### config.mk
export PLATFORM = sky130hd
export DESIGN_NAME = multicycle_controller
export DESIGN_NICKNAME = d
export VERILOG_FILES = /design/src/rtl/multicycle_controller.sv
export SDC_FILE = /design/constraint.sdc
export NUM_CORES = 1
export LEC_CHECK = 0
export ABC_AREA = 0
export CAP_MARGIN = 20
export CORE_MARGIN = 5
export CORE_UTILIZATION = 46
export CTS_CLUSTER_SIZE = 40
export DETAILED_ROUTE_END_ITERATION = 7
export GPL_ROUTABILITY_DRIVEN = 0
export PLACE_DENSITY = 0.76
export SETUP_SLACK_MARGIN = 0.02
export SYNTH_ARGS = -nofsm -noshare
export SYNTH_HDL_FRONTEND = slang
export SYNTH_SLANG_ARGS = --single-unit
### constraint.sdc
create_clock -name clk -period 1.8 [get_ports clk]
set_clock_uncertainty 0.1 [all_clocks]
set_input_delay 0.18 -clock clk [delete_from_list [all_inputs] [get_ports clk]]
set_output_delay 0.18 -clock clk [all_outputs]
set_load 0.01 [all_outputs]
### src/rtl/multicycle_controller.sv
// Multi-cycle RV32I control FSM. A single memory port is shared between
// instruction fetch and load/store. The FSM sequences that port and drives
// the datapath enables, mux selects and ALU op class. A watchdog bounds
// every memory wait, and illegal opcodes and timeouts raise a sticky fault
// that parks the machine until reset.
module multicycle_controller #(
    parameter int unsigned TIMEOUT_CYCLES = 255
) (
    input  logic       clk,
    input  logic       rst_n,
    input  logic [6:0] opcode,
    input  logic [2:0] funct3,
    input  logic       zero,
    input  logic       mem_ready,
    output logic       mem_req,
    output logic       mem_write,
    output logic       adr_src,
    output logic       ir_write,
    output logic       pc_write,
    output logic       reg_write,
    output logic [1:0] result_src,
    output logic [1:0] alu_src_a,
    output logic [1:0] alu_src_b,
    output logic [1:0] alu_op,
    output logic       retire,
    output logic [1:0] fault,
    output logic [3:0] state
);

    // Watchdog counter width: must hold values up to TIMEOUT_CYCLES-1.
    localparam int WD_W = (TIMEOUT_CYCLES < 2) ? 1 : $clog2(TIMEOUT_CYCLES + 1);
    // Count value seen during the last permitted wait cycle.
    localparam logic [WD_W-1:0] WD_LAST =
        WD_W'((TIMEOUT_CYCLES == 0) ? 0 : TIMEOUT_CYCLES - 1);
    localparam bit WD_ENABLE = (TIMEOUT_CYCLES != 0);

    typedef enum logic [3:0] {
        S_RESET    = 4'd0,
        S_FETCH    = 4'd1,
        S_DECODE   = 4'd2,
        S_MEMADR   = 4'd3,
        S_MEMREAD  = 4'd4,
        S_MEMWB    = 4'd5,
        S_MEMWRITE = 4'd6,
        S_EXECR    = 4'd7,
        S_EXECI    = 4'd8,
        S_EXECU    = 4'd9,
        S_ALUWB    = 4'd10,
        S_BRANCH   = 4'd11,
        S_JALR     = 4'd12,
        S_JAL      = 4'd13,
        S_ILLEGAL  = 4'd14,
        S_UNUSED   = 4'd15
    } state_t;

    localparam logic [1:0] FAULT_NONE    = 2'b00;
    localparam logic [1:0] FAULT_ILLEGAL = 2'b01;
    localparam logic [1:0] FAULT_TIMEOUT = 2'b10;

    state_t          state_q, state_d;
    logic [1:0]      fault_q, fault_d;
    logic [WD_W-1:0] wd_q, wd_d;

    logic mem_wait;
    logic timeout;

    // A wait cycle is one where the port is requested but not completed.
    // The timeout fires on the last permitted wait cycle; a completing
    // mem_ready in that cycle is not a wait, so completion always wins.
    assign mem_wait = mem_req && !mem_ready;
    assign timeout  = WD_ENABLE && mem_wait && (wd_q == WD_LAST);

    // Watchdog next value: count consecutive wait cycles, clear otherwise.
    always_comb begin
        wd_d = '0;
        if (WD_ENABLE && mem_wait && !timeout) begin
            wd_d = wd_q + WD_W'(1);
        end
    end

    // State, fault and watchdog registers.
    always_ff @(posedge clk or negedge rst_n) begin
        if (!rst_n) begin
            state_q <= S_RESET;
            fault_q <= FAULT_NONE;
            wd_q    <= '0;
        end else begin
            state_q <= state_d;
            fault_q <= fault_d;
            wd_q    <= wd_d;
        end
    end

    // Next-state and output decode. Outputs follow the state; the only
    // input-qualified strobes are the fetch/store completion on mem_ready
    // and the branch-taken PC write.
    always_comb begin
        state_d    = state_q;
        fault_d    = fault_q;
        mem_req    = 1'b0;
        mem_write  = 1'b0;
        adr_src    = 1'b0;
        ir_write   = 1'b0;
        pc_write   = 1'b0;
        reg_write  = 1'b0;
        result_src = 2'b00;
        alu_src_a  = 2'b00;
        alu_src_b  = 2'b00;
        alu_op     = 2'b00;
        retire     = 1'b0;

        case (state_q)
            S_RESET: begin
                state_d = S_FETCH;
            end

            S_FETCH: begin
                // PC on the address bus; ALU forms PC+4 onto the result bus.
                mem_req    = 1'b1;
                alu_src_b  = 2'b10;
                result_src = 2'b10;
                if (mem_ready) begin
                    ir_write = 1'b1;
                    pc_write = 1'b1;
                    state_d  = S_DECODE;
                end
            end

            S_DECODE: begin
                // Speculatively compute oldPC+imm for branches and JAL.
                alu_src_a = 2'b01;
                alu_src_b = 2'b01;
                case (opcode)
                    7'b0000011,
                    7'b0100011: state_d = S_MEMADR;
                    7'b0110011: state_d = S_EXECR;
                    7'b0010011: state_d = S_EXECI;
                    7'b1100011: state_d = (funct3[2:1] == 2'b01) ? S_ILLEGAL : S_BRANCH;
                    7'b1101111: state_d = S_JAL;
                    7'b1100111: state_d = S_JALR;
                    7'b0110111,
                    7'b0010111: state_d = S_EXECU;
                    default:    state_d = S_ILLEGAL;
                endcase
                if (state_d == S_ILLEGAL && fault_q == FAULT_NONE) begin
                    fault_d = FAULT_ILLEGAL;
                end
            end

            S_MEMADR: begin
                alu_src_a = 2'b10;
                alu_src_b = 2'b01;
                state_d   = opcode[5] ? S_MEMWRITE : S_MEMREAD;
            end

            S_MEMREAD: begin
                mem_req = 1'b1;
                adr_src = 1'b1;
                if (mem_ready) begin
                    state_d = S_MEMWB;
                end
            end

            S_MEMWB: begin
                result_src = 2'b01;
                reg_write  = 1'b1;
                retire     = 1'b1;
                state_d    = S_FETCH;
            end

            S_MEMWRITE: begin
                mem_req   = 1'b1;
                mem_write = 1'b1;
                adr_src   = 1'b1;
                if (mem_ready) begin
                    retire  = 1'b1;
                    state_d = S_FETCH;
                end
            end

            S_EXECR: begin
                alu_src_a = 2'b10;
                alu_op    = 2'b10;
                state_d   = S_ALUWB;
            end

            S_EXECI: begin
                alu_src_a = 2'b10;
                alu_src_b = 2'b01;
                alu_op    = 2'b10;
                state_d   = S_ALUWB;
            end

            S_EXECU: begin
                // LUI adds the immediate to zero; AUIPC adds it to oldPC.
                alu_src_a = opcode[5] ? 2'b11 : 2'b01;
                alu_src_b = 2'b01;
                state_d   = S_ALUWB;
            end

            S_ALUWB: begin
                reg_write = 1'b1;
                retire    = 1'b1;
                state_d   = S_FETCH;
            end

            S_BRANCH: begin
                // funct3[0] inverts the sense; funct3[2] selects the
                // less-than compare whose zero flag means "not less".
                alu_src_a = 2'b10;
                alu_op    = 2'b01;
                pc_write  = zero ^ funct3[0] ^ funct3[2];
                retire    = 1'b1;
                state_d   = S_FETCH;
            end

            S_JALR: begin
                alu_src_a = 2'b10;
                alu_src_b = 2'b01;
                state_d   = S_JAL;
            end

            S_JAL: begin
                // PC takes the target in ALUOut while the ALU forms oldPC+4
                // for the link write in ALUWB.
                alu_src_a = 2'b01;
                alu_src_b = 2'b10;
                pc_write  = 1'b1;
                state_d   = S_ALUWB;
            end

            S_ILLEGAL: begin
                state_d = S_ILLEGAL;
            end

            default: begin
                // Unreachable encoding behaves as the illegal trap.
                state_d = S_ILLEGAL;
                if (fault_q == FAULT_NONE) begin
                    fault_d = FAULT_ILLEGAL;
                end
            end
        endcase

        // Watchdog expiry aborts the memory access.
        if (timeout) begin
            state_d = S_ILLEGAL;
            if (fault_q == FAULT_NONE) begin
                fault_d = FAULT_TIMEOUT;
            end
        end
    end

    assign fault = fault_q;
    assign state = state_q;

endmodule
==> impl_metrics.tcl <==
set metrics [dict create \
    status "finished, final reports clean" \
    syn-cell-area_mm2 0.00115 \
    core_mm2 0.00243 \
    postRouteAntennaNets 0 \
    comb_power_share_pct 78.2 \
    numCtsBuffers 3 \
    fp.dieH_um 60.1 \
    antenna_found_initial 0 \
    fin_setup_tns_ps 0 \
    setup_violations 0 \
    synthToLayoutAreaGrowth_pct 70.4 \
    required_ps 1860 \
    synthDistinctLibCells 46 \
    dp_cells 235 \
    placement.io_buffers 34 \
    vias 1459 \
    grt_pass1_vias 1469 \
    netlist_instances 145 \
    cts_tree "yes" \
    criticalPathCategory "flop to flop" \
    drc 0 \
    rr_worst_depth 6 \
    grt_pass1_wl_um 6620 \
    cpMaxStageDelayCell "dfrtp_2" \
    p_clk_share_pct 5.7 \
    antenna_cells 0 \
    synth_area_per_cell_um2 7.95 \
    pin_count 35 \
    period_minus_slack_ps 1800 \
    p_sw_w 0.00128 \
    p_leak_nw 0.930 \
    p_sw_share_pct 43.1 \
    critPathBufInv 2 \
    rows 18 \
    holdBufCountCts 0 \
    seq_area_frac_synth_pct 30.4 \
    finalNonFillerCells 259 \
    drtIter0Drc 101 \
    ir_drop_v 0.000996 \
    critPathMaxStageDelay_ps 450 \
    cts_max_level 1 \
    wl_um 4160 \
    yosys_warnings 0 \
    fin_nets 247 \
    cp_cell_sequence "buf_6 > or3b_4 > a211oi_4 > buf_6 > a31oi_1 > o31a_1" \
    timing.rr.start "state[1]" \
    path_common_cell "buf_6" \
    clk_pin_slew_ps 80 \
    arrival_ps 1850 \
    crit_path_end_kind "flop" \
    fmax_mhz 557 \
    worst_slack_ps 4.60 \
    cp_top_family "flip-flops" \
    wl_per_cell_um 16.0 \
    dpl.hpwl_um 2670 \
    hold_violations 0 \
    cts_buffer_depth 2 \
    fill_cells 174 \
    grt.overflow.total 0 \
    dieWidth_um 60.1 \
    firstDrtPassIters 4 \
    viasPerCell 5.63 \
    drv_cap 0 \
    path_max_fanout 5 \
    post-route-period-util_pct 99.7 \
    cp-start-kind "flop" \
    p_int_w 0.00169 \
    root_buffer "clkbuf_4" \
    rsz0062_at_grt "yes" \
    insertion_delay_ps 270 \
    hp-class "input port to async pin" \
    die_area_mm2 0.00361 \
    slew_headroom_pct 60.2 \
    grt_max_degree 15 \
    pre_cts_ws_ps -231 \
    worstReg2RegEnd "state[2]" \
    reg2reg_slack_ps 5 \
    start_util_pct 47.4 \
    seqPwrFrac_pct 16.1 \
    power-per-cell-area_mw_per_mm2 1510 \
    syn_nets 161 \
    tightest_slew_ps 595 \
    grt_usage_pct 24.3 \
    cts_sinks 14 \
    drive_above_1_share_pct 41.5 \
    synth-seq-cells 14 \
    drv_slew 0 \
]
## final cells by class
cell class              instances  area (um^2)  area share [%]
flip-flops and latches         14          355            18.1
multi-input cells             118          831            42.3
clock buffers                   3         22.5            1.15
well taps                      30         37.5            1.91
inverters                       7         26.3            1.34
repair buffers                 87          691            35.2
## worst max path at each step
stage,start,to,slack (ps),depth (start not counted)
CTS,state[3],alu_src_a[1],-2,6
detailed placement,zero,pc_write,-230,6
global route,state[1],state[3],-60,6
finish,state[1],state[2],5,6
global placement,zero,pc_write,-190,6
floorplan,state[3],mem_req,100,4
## logic make-up after synthesis
kind of cell	share of synthesized area, %
AOI/OAI and AO/OA	26.7
xor gates and xnor gates	6.84
adders and majority gates	2.17
buffers and inverters	4.23
DFF	30.4
muxes	0.869
and+or+nand+nor	28.8
## power by group through the flow
stage / registers, W / logic (W) / clock network (W)
2_1_floorplan: 0.000474 / 0.000848 / 0
3_3_place_gp: 0.000524 / 0.00175 / 0
3_5_place_dp: 0.000531 / 0.00179 / 0
4_1_cts: 0.000474 / 0.00210 / 0.000172
5_1_grt: 0.000486 / 0.00251 / 0.000192
6_report: 0.000480 / 0.00232 / 0.000169
## what timing repair did
item / in CTS / in global routing
setup buffers: 16 / 5
gates resized for setup: 56 / 38
pin swaps: 4 / 6
endpoints found under the setup margin: 28 / 26
## metrics by stage
step / hold WS [ps] / total power, W / cell area, um^2 / util (%)
2_1_floorplan: -216 / 0.00132 / 1150 / -
3_3_place_gp: 394 / 0.00227 / 1750 / 71.9
3_5_place_dp: 410 / 0.00232 / 1750 / 71.9
4_1_cts: 186 / 0.00275 / 1920 / 79.0
5_1_grt: 211 / 0.00319 / 1960 / 80.7
6_report: 179 / 0.00297 / 1960 / 80.7
## registers in the layout, indices dropped and copies added (netlist names)
register	count
wd_q	8
state	4
fault	2
## cell usage after synthesis, drive strengths merged
cell,n,area [um^2]
and4,1,8.76
a21o,1,7.51
nand3b,2,15.0
mux2i,1,10.0
nor2,16,60.1
a2111oi,1,8.76
xor2,7,61.3
o21a,1,7.51
nor3b,2,15.0
or3,1,6.26
and3,3,18.8
a31oi,2,12.5
ha,2,25.0
xnor2,2,17.5
nor3,4,20.0
dfrtp,14,350
a211oi,4,42.5
clkbuf,6,22.5
a2bb2oi,1,8.76
nand2b,8,50.1
o31a,1,8.76
inv,7,26.3
o21ai,9,45.0
a31o,1,8.76
o211a,1,10.0
a21oi,6,30.0
a32oi,1,8.76
nand3,5,25.0
or2,1,6.26
a22oi,2,15.0
nand4,2,12.5
a311o,1,10.0
nor4bb,1,10.0
or3b,1,8.76
nor2b,3,18.8
o22ai,3,18.8
a221o,1,10.0
o31ai,2,15.0
o21bai,1,7.51
nand2,12,47.6
and3b,1,8.76
a22o,1,8.76
o211ai,2,15.0
o221ai,1,8.76
## cells in the final DEF, fill, tap and decap left out, types with 3 or more instances in the layout
| cell | instances |
|---|---|
| dfrtp_1 | 10 |
| and3_1 | 3 |
| a21oi_1 | 6 |
| o22ai_1 | 3 |
| buf_4 | 45 |
| buf_2 | 10 |
| o21ai_1 | 3 |
| dfrtp_2 | 4 |
| nor2_1 | 14 |
| clkbuf_4 | 3 |
| nand3_1 | 4 |
| dlygate4sd2_1 | 3 |
| clkdlybuf4s50_1 | 16 |
| nand2b_1 | 6 |
| o21ai_2 | 3 |
| nor3_1 | 3 |
| clkbuf_2 | 5 |
| xor2_1 | 7 |
| buf_6 | 7 |
| inv_1 | 6 |
| nand2_1 | 9 |
| o21ai_0 | 3 |
## layer usage
layer | global-route usage [%] | vias up | routed length [um]
met5 | 0 | - | 0
met3 | 3.02 | 16 | 190
met4 | 12.3 | 0 | 132
met2 | 41.5 | 55 | 2090
li1 | - | 698 | -
met1 | 29.6 | 690 | 1740
Note: power is estimated with default switching activity, not from simulation.
